<file path="src/rtl/vga_pkg.sv">
// Shared phase constants, slot types and the slot-decode helper for the
// character-cell VRAM scheduler.
package vga_pkg;

    localparam logic [2:0] PH_FETCH  = 3'd0;
    localparam logic [2:0] PH_HOST_A = 3'd3;
    localparam logic [2:0] PH_HOST_B = 3'd5;
    localparam logic [2:0] PH_LOAD   = 3'd7;

    localparam int DOTS_PER_CHAR = 8;
    localparam int VRAM_AW       = 14;

    typedef enum logic [1:0] {
        IDLE = 2'd0,
        DISP = 2'd1,
        HOST = 2'd2
    } slot_t;

    typedef enum logic [1:0] {
        H_IDLE   = 2'd0,
        H_ISSUED = 2'd1,
        H_DONE   = 2'd2
    } host_st_t;

    // A blanked cell hands its display slot to the host.
    function automatic slot_t slot_of(input logic [2:0] ph, input logic fetch_en);
        slot_t s;
        s = IDLE;
        if (ph == PH_FETCH) begin
            s = fetch_en ? DISP : HOST;
        end else if (ph == PH_HOST_A || ph == PH_HOST_B) begin
            s = HOST;
        end
        return s;
    endfunction

endpackage

</file>
<file path="src/rtl/char_phase_ctr.sv">
// Mod-DOTS character phase counter with per-phase slot decode and the
// registered ph2 load strobe.
module char_phase_ctr
    import vga_pkg::*;
#(
    parameter int DOTS = DOTS_PER_CHAR
) (
    input  logic       clk,
    input  logic       rst_n,
    input  logic       fetch_en,
    output logic [2:0] ph,
    output slot_t      slot,
    output logic       ph2
);

    localparam logic [2:0] PH_LAST = 3'(DOTS - 1);

    logic [2:0] ph_next;

    always_comb begin
        ph_next = (ph == PH_LAST) ? 3'd0 : ph + 3'd1;
    end

    // ph2 is registered from the next phase so it is high exactly while ph == PH_LOAD.
    always_ff @(posedge clk or negedge rst_n) begin
        if (!rst_n) begin
            ph  <= 3'd0;
            ph2 <= 1'b0;
        end else begin
            ph  <= ph_next;
            ph2 <= (ph_next == PH_LOAD);
        end
    end

    assign slot = slot_of(ph, fetch_en);

endmodule

</file>
<file path="src/rtl/vram_sched.sv">
// Character-cell scheduler sharing one single-port VRAM between the display
// fetch path and the host bus; also produces VDI, cursor and ph2.
module vram_sched
    import vga_pkg::*;
#(
    parameter int ADDR_W = VRAM_AW,
    parameter int DOTS   = DOTS_PER_CHAR
) (
    input  logic              DOTCLOCK,
    input  logic              nRESET,
    input  logic              FETCH_EN,
    input  logic [ADDR_W-1:0] MA,
    input  logic [ADDR_W-1:0] CURS_ADDR,
    input  logic              CURS_EN,
    input  logic              CURS_BLINK,
    input  logic              sec_pulse,
    input  logic              REQ,
    input  logic              WE,
    input  logic [ADDR_W-1:0] ADDR,
    input  logic [15:0]       DBI,
    output logic [15:0]       DBO,
    output logic              ACK,
    output logic              MEM_CS,
    output logic              MEM_WE,
    output logic [ADDR_W-1:0] MEM_ADDR,
    output logic [15:0]       MEM_WDATA,
    input  logic [15:0]       MEM_RDATA,
    output logic              ph2,
    output logic [15:0]       VDI,
    output logic              cursor
);

    localparam logic [2:0] PH_DATA = PH_FETCH + 3'd1;

    logic [2:0]        ph;
    slot_t             slot;
    host_st_t          host_st;
    logic              host_rd;
    logic              fetch_q;
    logic [ADDR_W-1:0] ma_q;
    logic              blink;

    char_phase_ctr #(
        .DOTS (DOTS)
    ) u_ctr (
        .clk      (DOTCLOCK),
        .rst_n    (nRESET),
        .fetch_en (FETCH_EN),
        .ph       (ph),
        .slot     (slot),
        .ph2      (ph2)
    );

    // Host handshake: REQ is level-held until ACK. A host slot that samples
    // REQ=1 in H_IDLE issues the access; ACK pulses for one cycle on the next
    // edge (read data captured into DBO on that same edge). H_DONE blocks any
    // further access until REQ has been sampled low once.
    always_ff @(posedge DOTCLOCK or negedge nRESET) begin
        if (!nRESET) begin
            host_st   <= H_IDLE;
            host_rd   <= 1'b0;
            ACK       <= 1'b0;
            DBO       <= 16'h0000;
            MEM_CS    <= 1'b0;
            MEM_WE    <= 1'b0;
            MEM_ADDR  <= '0;
            MEM_WDATA <= 16'h0000;
        end else begin
            MEM_CS <= 1'b0;
            MEM_WE <= 1'b0;
            ACK    <= 1'b0;
            case (host_st)
                H_IDLE: begin
                    if (slot == HOST && REQ) begin
                        host_st   <= H_ISSUED;
                        host_rd   <= ~WE;
                        MEM_CS    <= 1'b1;
                        MEM_WE    <= WE;
                        MEM_ADDR  <= ADDR;
                        MEM_WDATA <= DBI;
                    end
                end
                H_ISSUED: begin
                    ACK     <= 1'b1;
                    host_st <= H_DONE;
                    if (host_rd) begin
                        DBO <= MEM_RDATA;
                    end
                end
                H_DONE: begin
                    if (!REQ) begin
                        host_st <= H_IDLE;
                    end
                end
                default: host_st <= H_IDLE;
            endcase
            if (slot == DISP) begin
                MEM_CS   <= 1'b1;
                MEM_WE   <= 1'b0;
                MEM_ADDR <= MA;
            end
        end
    end

    // The fetch address is captured with the command so the cursor compare
    // refers to the cell actually being loaded, not whatever MA shows later.
    always_ff @(posedge DOTCLOCK or negedge nRESET) begin
        if (!nRESET) begin
            fetch_q <= 1'b0;
            ma_q    <= '0;
            VDI     <= 16'h0000;
            cursor  <= 1'b0;
            blink   <= 1'b1;
        end else begin
            blink <= blink ^ sec_pulse;
            if (ph == PH_FETCH) begin
                fetch_q <= (slot == DISP);
                ma_q    <= MA;
            end
            if (ph == PH_DATA) begin
                VDI    <= fetch_q ? MEM_RDATA : 16'h0000;
                cursor <= fetch_q & CURS_EN & (ma_q == CURS_ADDR) & (blink | ~CURS_BLINK);
            end
        end
    end

endmodule

</file>
<file path="config.mk">
export PLATFORM = sky130hd
export DESIGN_NAME = vram_sched
export DESIGN_NICKNAME = d
export VERILOG_FILES = /design/src/rtl/vga_pkg.sv /design/src/rtl/char_phase_ctr.sv /design/src/rtl/vram_sched.sv
export SDC_FILE = /design/constraint.sdc
export NUM_CORES = 1
export LEC_CHECK = 0
export ABC_AREA = 0
export BUFFER_PORTS_ARGS = -buffer_cell sky130_fd_sc_hd__buf_4
export CELL_PAD_IN_SITES_DETAIL_PLACEMENT = 1
export CELL_PAD_IN_SITES_GLOBAL_PLACEMENT = 2
export CORE_MARGIN = 3
export CORE_UTILIZATION = 30
export CTS_CLUSTER_SIZE = 25
export DETAILED_ROUTE_END_ITERATION = 7
export GPL_TIMING_DRIVEN = 0
export HOLD_SLACK_MARGIN = 0.02
export PLACE_DENSITY = 0.81
export SYNTH_ARGS = -nofsm -noshare
export SYNTH_HDL_FRONTEND = slang
export SYNTH_HIERARCHICAL = 1
export SYNTH_SLANG_ARGS = --single-unit
</file>
<file path="constraint.sdc">
create_clock -name DOTCLOCK -period 2.7 [get_ports DOTCLOCK]
set_input_delay 0.675 -clock DOTCLOCK [delete_from_list [all_inputs] [get_ports DOTCLOCK]]
set_output_delay 0.675 -clock DOTCLOCK [all_outputs]
set_load 0.02 [all_outputs]
</file>
Word-level counts from Yosys, hierarchy flattened
Index checks and enable logic that the tools add are counted.
{"block": "totals", "elab_cells": 63, "register_bits": 89}
{"block": "classes", "mux": 18, "reduce_logical": 10, "add_sub_neg": 1, "n_eq_ne": 12, "n_bitwise": 7}
{"op": "$mux 14", "count": 3}
{"op": "$mux 16", "count": 1}
{"op": "$eq 14x14->1", "count": 1}
{"op": "$mux 2", "count": 5}
{"op": "$eq 3x3->1 const B", "count": 3}
{"op": "$reduce_and 2->1", "count": 4}
{"op": "$mux 1", "count": 7}
{"op": "$pmux 2 s3", "count": 1}
{"op": "$eq 2x1->1 const B", "count": 2}
{"op": "$eq 2x2->1 const B", "count": 2}
{"op": "$ne 2x2->1 const B", "count": 2}
{"op": "$reduce_bool 2->1", "count": 2}
{"op": "$add 3x1->3 const B", "count": 1}
{"op": "$and 1x1->1", "count": 3}
{"op": "$eq 3x1->1 const B", "count": 1}
{"op": "$eq 3x2->1 const B", "count": 1}
{"op": "$logic_not 3->1", "count": 1}
{"op": "$mux 3", "count": 1}
{"op": "$logic_not 2->1", "count": 1}
{"op": "$not 1->1", "count": 2}
{"op": "$logic_and 1x1->1", "count": 1}
{"op": "$logic_or 1x1->1", "count": 1}
{"op": "$or 1x1->1", "count": 1}
{"op": "$xor 1x1->1", "count": 1}

Longest topological paths before layout
Gate-level depths: netlist of run 1.
{"block": "logic_depth", "word_depth": 9, "ltp_mapped": 10, "depth_no_buf": 8}

Cells and area by module
Netlist of run 1, hierarchy kept.
{"mod": "vram_sched", "seq_area_each_um2": 2128.3, "instances": 1, "cells_each": 273, "area_per_inst_um2": 3547.2}
{"mod": "char_phase_ctr", "seq_area_each_um2": 100.1, "instances": 1, "cells_each": 19, "area_per_inst_um2": 216.5}

Worst setup path after synthesis of run 1
Ideal clock, no wire load.
{"block": "synth_path", "kind": "register to register", "startpoint": "register u_ctr.ph[0]", "endpoint": "register MEM_WDATA[0]", "path_stages_with_launch": 9, "t_arrival_ps": 1870, "slack_ps": 704, "n_path_buf": 2, "t_required_ps": 2575, "setup_ps": 125, "cell_sequence": "dfrtp_1 inv_1 ha_1 and2b_1 o31a_1 and3_1 buf_6 buf_6 mux2_4"}
{"block": "synth_between", "elab_chain_cells": 7, "word_cells_on_any_way": 9, "classes_between": "eq/ne (3); mux (2); reduce/logical (4)"}
{"element": "start: declaration", "line_no": "char_phase_ctr.sv:11", "rtl": "output logic [2:0] ph,"}
{"element": "start signal: assignment", "line_no": "char_phase_ctr.sv:30", "rtl": "ph <= ph_next;"}
{"element": "$eq 3x2->1 / $eq 3x3->1 (equally long branches)", "line_no": "vga_pkg.sv:31", "rtl": "end else if (ph == PH_HOST_A || ph == PH_HOST_B) begin"}
{"element": "$logic_or 1x1->1", "line_no": "vga_pkg.sv:31"}
{"element": "$mux 2", "line_no": "vga_pkg.sv:31"}
{"element": "$mux 2 (*)", "line_no": "vga_pkg.sv:29", "rtl": "if (ph == PH_FETCH) begin"}
{"element": "via slot[1]", "line_no": "vram_sched.sv:36", "rtl": "slot_t slot;"}
{"element": "$eq 2x2->1 (*)", "line_no": "vram_sched.sv:74", "rtl": "if (slot == HOST && REQ) begin"}
{"element": "$logic_and 1x1->1 (*)", "line_no": "vram_sched.sv:74"}
{"element": "$reduce_and 2->1 (no source line) (*)"}
{"element": "end signal: assignment", "line_no": "vram_sched.sv:67", "rtl": "MEM_WDATA <= 16'h0000;"}
{"element": "end signal: assignment", "line_no": "vram_sched.sv:80", "rtl": "MEM_WDATA <= DBI;"}
{"element": "end: declaration", "line_no": "vram_sched.sv:26", "rtl": "output logic [15:0] MEM_WDATA,"}
Mark *: on every way through the listed nets, which the timed path passes. The rest lies on a longest branch.
A chain may end at the register's enable or synchronous reset.

Worst setup path in the final report of run 1
{"block": "layout_path", "startpoint": "register u_ctr.ph[0]", "endpoint": "register MEM_ADDR[12]"}
{"block": "layout_between", "elab_chain_cells": 8, "word_cells_on_any_way": 13, "classes_between": "eq/ne (4); mux (3); reduce/logical (6)"}
{"element": "$eq 3x2->1 / $eq 3x3->1 (equally long branches)", "line_no": "vga_pkg.sv:31"}
{"element": "$logic_or 1x1->1", "line_no": "vga_pkg.sv:31"}
{"element": "$mux 2", "line_no": "vga_pkg.sv:31"}
{"element": "$mux 2 (*)", "line_no": "vga_pkg.sv:29"}
{"element": "via slot[1]", "line_no": "vram_sched.sv:36"}
{"element": "$eq 2x2->1", "line_no": "vram_sched.sv:74"}
{"element": "$logic_and 1x1->1", "line_no": "vram_sched.sv:74"}
{"element": "$reduce_bool 2->1 (no source line)"}
{"element": "$reduce_and 2->1 (no source line)"}
{"element": "end signal: assignment", "line_no": "vram_sched.sv:66", "rtl": "MEM_ADDR <= '0;"}
{"element": "end signal: assignment", "line_no": "vram_sched.sv:79", "rtl": "MEM_ADDR <= ADDR;"}
{"element": "end signal: assignment", "line_no": "vram_sched.sv:100", "rtl": "MEM_ADDR <= MA;"}
{"element": "end: declaration", "line_no": "vram_sched.sv:25", "rtl": "output logic [ADDR_W-1:0] MEM_ADDR,"}
Marked as above.

==> metrics.txt, run 1 <==
status complete, no violations; # fillers between 1000 and 1500; DR DRC count 0; Worst-path clk slew 0.06 ns; final hold viol count 0; Syn Inst Count 292; met3 wire len 875 um; area occupied by multi-input gates 1420 um2; hold_sp sec_pulse; Via density 4.42; worst-case reg-to-reg path depth 7; Max Used Layer met4; worst reg2reg setup slack 0.47 ns; mux contribution to synthesized area about a fifth; Starting Density a little under a third; RSZ-0062 raised after global routing no; wire length of the first global-routing pass between 15000 and 20000 um; top post-synthesis cells by area dfrtp_1 (59%), mux2_2 (10%), mux2_4 (4.8%), nand2_1 (4.8%), mux2i_1 (4.0%); non-filler cells in the finished layout roughly 620; sequential element share of the synthesized area 59.2%; total of max-cap violations 0; fin nets 538; Post-synth top flop dfrtp_1; Avg Inst Size Synth 12.9 um2; register area roughly 2200 um2; Yosys reg bits 89; crit path DAT 2.44 ns; setup TNS 0 ns; Slew HR 23.2%; CTS tree built; layout cell share with drive strength beyond 1 48.5%; die width 118 um; DIE AREA roughly 14000 um2; initial DRC count 62; Rows 40; Hold Crit Class in -> reg; Post-CTS Hold Fix Bufs 0; Skew-Pair Late Insertion Delay between 0.3 and 0.4 ns; yosys warns 6; Port Buffers around 150; Tot Pwr 3630 uW; Clock Path Buffers 2; combinational family with the most area after synthesis multiplexers; post-synthesis cell area 3760 um2; Max Fclk 0.448 GHz; Final ANT Viol Nets 0; Post-Synth Adder-Cell Area 1.66%; pin count of the biggest net entering global routing 90; # Post-CTS Setup Buffers 0; final period utilization 82.7%; Worst setup SP type register; Tmin final 2.23 ns; Final Max Slew Viols 0; H-tree depth 3; Pleak 0.00251 uW; syn_nets 379; DR vias about 2800; Layout area overhead 42.8%; Layout Skew 0.00704 ns; required time worst endpoint 2.90 ns; clock root cell clkbuf_16; area of the core about 12000 um2; DRT met1 WL 3990 um; # setup viols final 0; Simple-Gate Fraction of Synth Area around 8.4%; GRT Total Usage 15.0%; Synth top area share approximately three fifths; hold path depth 2; async set-reset flop share out of synthesis 100%; placed cells 608; Synth area leader dfrtp_1; CTS sink cnt 89; worst-margin pin slew 1.15 ns; xor/xnor cell area share of the yosys netlist 3.49%; Ant. Diodes 0; CTS buffer count 9; Remaining Overflow, GRT 0; hold endpoint blink; chip height 118 um; CP Class reg -> reg; number of synthesized flops with an enable pin 0; # IOs 149; 1st-pass router iterations 4; Post-Route WL 10100 um; maximum vdd drop roughly 0.34 mV; CP Capture Type register; Routed WL per cell ~16 um; CP max FO 10; GPL Wtd Cong 0.750; initial antenna violation count 0; reg-to-reg critical path endpoint MEM_ADDR[12]; pwr dens 676 nW/um2; Detailed Place HPWL 7660 um; Netlist cell types 33; post-synthesis compound-gate area fraction 4.89%; vias in the first global route slightly above 3000; Worst R2R Start u_ctr/ph[0]; CTS resizes 0; Routed met2 length 5070 um
==> worst max-delay path: stages (launching register included) <==
cell and delay (ns):
dfrtp_1 0.49, inv_1 0.10, ha_1 0.24, and2b_1 0.16, o31a_1 0.28, nor2b_1 0.21
clkbuf_1 0.42, o21ai_0 0.18
==> routing by layer <==
layer,vias up,GRT usage (%)
met1,1346,17.0
li1,1306,-
met2,93,25.3
met4,0,4.84
met5,-,0
met3,13,6.82
==> logic make-up (layout without fill, tap and decap cells) <==
| logic type | count (synthesis) | in the layout |
|---|---|---|
| compound gates | 34 | 34 |
| xor+xnor | 15 | 15 |
| fa+ha+maj | 5 | 5 |
| buf+inv | 18 | 182 |
| flops | 89 | 89 |
| mux | 62 | 62 |
| simple gates | 69 | 69 |
==> cell type report <==
cell class	instances	area share, %
flip-flops and latches	89	41.5
multi-input cells	185	26.4
repair buffers	148	20.7
clock buffers	13	4.66
well taps	168	3.91
plain buffers	14	1.91
clock inverters	3	0.745
inverters	4	0.279
==> cells in the final DEF (no fill, tap or decap), drive strengths merged, types with 2 or more instances in the layout <==
cell type and count:
mux2i 15, dfrtp 88, nand4 3, o21ai 30, ha 5, xor2 2
nand2 49, and2 2, buf 155, and2b 2, clkinv 2, mux2 47
inv 4, xnor2 13, clkbuf 20, nor2 5, nor2b 3
==> cells in the mapped netlist, types with 3 or more instances <==
cell,number
o21ai_0,30
inv_1,4
nor2_1,5
mux2_2,35
xnor2_1,13
mux2i_1,15
clkbuf_1,7
dfrtp_1,88
mux2_4,12
nand2_1,48
buf_6,3
ha_1,5
nand4_1,3
==> worst max path at each step <==
stage / start / end / slack, ns / cells after the start
finish: u_ctr/ph[0] / MEM_ADDR[12] / 0.47 / 7
CTS: u_ctr/ph[0] / MEM_ADDR[12] / 0.42 / 7
global route: u_ctr/ph[0] / MEM_ADDR[4] / 0.18 / 7
global placement: u_ctr/ph[0] / MEM_ADDR[9] / 0.50 / 7
floorplan: u_ctr/ph[0] / MEM_WDATA[0] / 0.70 / 8
detailed placement: u_ctr/ph[0] / MEM_ADDR[12] / 0.45 / 7
==> where the power goes <==
part / switching [uW] / internal (uW) / leakage, uW
Clock: 500 / 741 / 0.000144
Combinational: 378 / 402 / 0.00128
Sequential: 98.5 / 1510 / 0.00109
Total: 977 / 2660 / 0.00251
==> metrics by stage <==
step           util, %  hold WS, ns  instance area, um2  setup slack, ns
3_5_place_dp      41.8        0.478                5080            0.451
3_3_place_gp      41.8        0.472                5080            0.502
2_1_floorplan        -        0.379                3760            0.704
4_1_cts           44.2        0.456                5380            0.415
5_1_grt           44.2        0.454                5380            0.177
6_report          44.2        0.473                5380            0.466
==> flip-flops by register name, summed over array words and instances (netlist names), 2 cells and up <==
name,count
DBO,16
MEM_WDATA,16
VDI,16
MEM_ADDR,14
ma_q,14
u_ctr/ph,3
host_st,2
Note: power is estimated with default switching activity, not from simulation.
==> run 2: changes to the inputs <==
==> constraint.sdc (replaced) <==
create_clock -name DOTCLOCK -period 2.1 [get_ports DOTCLOCK]
set_input_delay 0.525 -clock DOTCLOCK [delete_from_list [all_inputs] [get_ports DOTCLOCK]]
set_output_delay 0.525 -clock DOTCLOCK [all_outputs]
set_load 0.02 [all_outputs]
==> metrics.txt, run 2 (synthesis results as in run 1) <==
required time worst endpoint 2.32 ns; Worst R2R Start u_ctr/ph[1]; Rows 40; CTS buffer count 9; Via density 4.43; crit path DAT 2.24 ns; DR vias 2783; area of the core 12200 um2; Worst-path clk slew 0.06 ns; H-tree depth 3; Slew HR roughly a quarter; Final Max Slew Viols 0; worst reg2reg setup slack 0.08 ns; worst-margin pin slew 1.15 ns; CTS tree built; worst-case reg-to-reg path depth 8; crit path from u_ctr/ph[1]; Pleak 0.00253 uW; Post-CTS Hold Fix Bufs 0; CP Class reg -> reg; Clk pwr share 34.2%; wire length of the first global-routing pass 16400 um; pin count of the biggest net entering global routing 90; final core utilization between 40% and 50%; Final ANT Viol Nets 0; Ant. Diodes 0; layout cell share with drive strength beyond 1 between 50% and 60%; largest registers DBO x16, MEM_WDATA x16, VDI x16; GRT Total Usage 15.0%; CP max FO 10; initial antenna violation count 0; die width 118 um; Tmin final slightly above 2 ns; Clock Path Buffers 2; sw frac 26.9%; final hold viol count 0; Port Buffers 148; CP Capture Type register; initial DRC count 67; Layout area overhead 44.1%; fin nets 542; # IOs roughly 150; area occupied by multi-input gates 1420 um2; # setup viols final 0; chip height 118 um; vias in the first global route 3099; Hold Crit Class in -> reg; final period utilization 96.1%; 1st-pass router iterations 4; Remaining Overflow, GRT 0; Post-Route WL 10100 um; Skew-Pair Late Insertion Delay about 0.34 ns; commonest non-fill, non-tap cell in the layout buf_4; total of max-cap violations 0; Layout Skew approximately 0.0059 ns; sequential share of power 44.3%; setup TNS 0 ns; # fillers 1314; CTS sink cnt 89; Detailed Place HPWL 7660 um; reg-to-reg critical path endpoint MEM_WDATA[6]; pwr dens 861 nW/um2; RSZ-0062 raised after global routing no; DIE AREA 13900 um2; DR DRC count 0; Routed WL per cell between 15 and 20 um; Gate power share 21.5%; maximum vdd drop about 0.44 mV; Worst setup SP type register; Critical Path End MEM_WDATA[6]; clock root cell clkbuf_16; internal power 3410 uW; Max Fclk slightly below 0.5 GHz; register area 2230 um2; Starting Density 30.9%; switching pwr 1260 uW; status complete, no violations; most frequent cells in the layout buf_4 (153), dfrtp_1 (86), nand2_1 (48); GPL Wtd Cong 0.750
-- run 2: cell count changes in the layout (fill, tap and decap cells not counted) --
cell      delta
buf_12       +1
dfrtp_1      -2
clkbuf_2     +3
clkbuf_1     -3
dfrtp_2      +2
buf_4        +4
o21ai_1      +1
buf_6        -1
ha_2         +2
ha_1         -2
o21ai_0      -1
-- run 2: worst min path at each step --
| stage | start | endpoint | slack (ns) | cells past startpoint |
|---|---|---|---|---|
| floorplan | nRESET | ACK | 0.23 | 0 |
| global placement | VDI[5] | VDI[5] | 0.47 | 2 |
| detailed placement | VDI[0] | VDI[0] | 0.48 | 2 |
| CTS | sec_pulse | blink | 0.31 | 2 |
| global route | sec_pulse | blink | 0.30 | 2 |
| finish | sec_pulse | blink | 0.32 | 2 |
-- run 2: what timing repair did --
action	CTS	global route
gates resized for setup	5	5
setup buffers	0	4
setup endpoints to repair	28	28
pin swaps	0	1
-- run 2: stage by stage --
stage          setup WS, ns  std cells  hold slack [ns]  power (uW)  instance area (um2)
2_1_floorplan         0.104        292            0.229        2570                 3760
3_3_place_gp        -0.0980        608            0.472        3090                 5080
3_5_place_dp         -0.149        608            0.478        3120                 5080
4_1_cts             0.00304        624            0.306        4750                 5380
5_1_grt             0.00474        628            0.304        4890                 5430
6_report             0.0815        628            0.325        4670                 5430
-- run 2: final cells by class --
cell class              instances  share of cell area [%]
repair buffers                152                    21.0
inverters                       4                   0.277
clock buffers                  13                    4.61
well taps                     168                    3.87
flip-flops and latches         89                    41.1
clock inverters                 3                   0.738
multi-input cells             185                    26.2
plain buffers                  14                    2.12
-- run 2: layer usage --
| layer | up-vias | GRT usage [%] | wire, um |
|---|---|---|---|
| met5 | - | 0 | 0 |
| met4 | 0 | 4.84 | 165 |
| met3 | 13 | 6.82 | 865 |
| met2 | 94 | 25.3 | 5080 |
| met1 | 1362 | 17.1 | 4030 |
| li1 | 1314 | - | - |
-- run 2: power by group through the flow --
stage	combinational, uW	clock (uW)	sequential (uW)
global route	1070	1720	2100
floorplan	243	0	2320
detailed placement	1020	0	2100
finish	1000	1600	2070
CTS	1020	1650	2070
global placement	1000	0	2090
-- run 2: worst max-delay path, stage by stage (launching register included) --
cell	delay [ns]
dfrtp_2	0.44
buf_4	0.15
ha_2	0.17
nor2b_1	0.13
o31a_1	0.28
and3_1	0.16
buf_6	0.13
buf_8	0.15
mux2_4	0.30
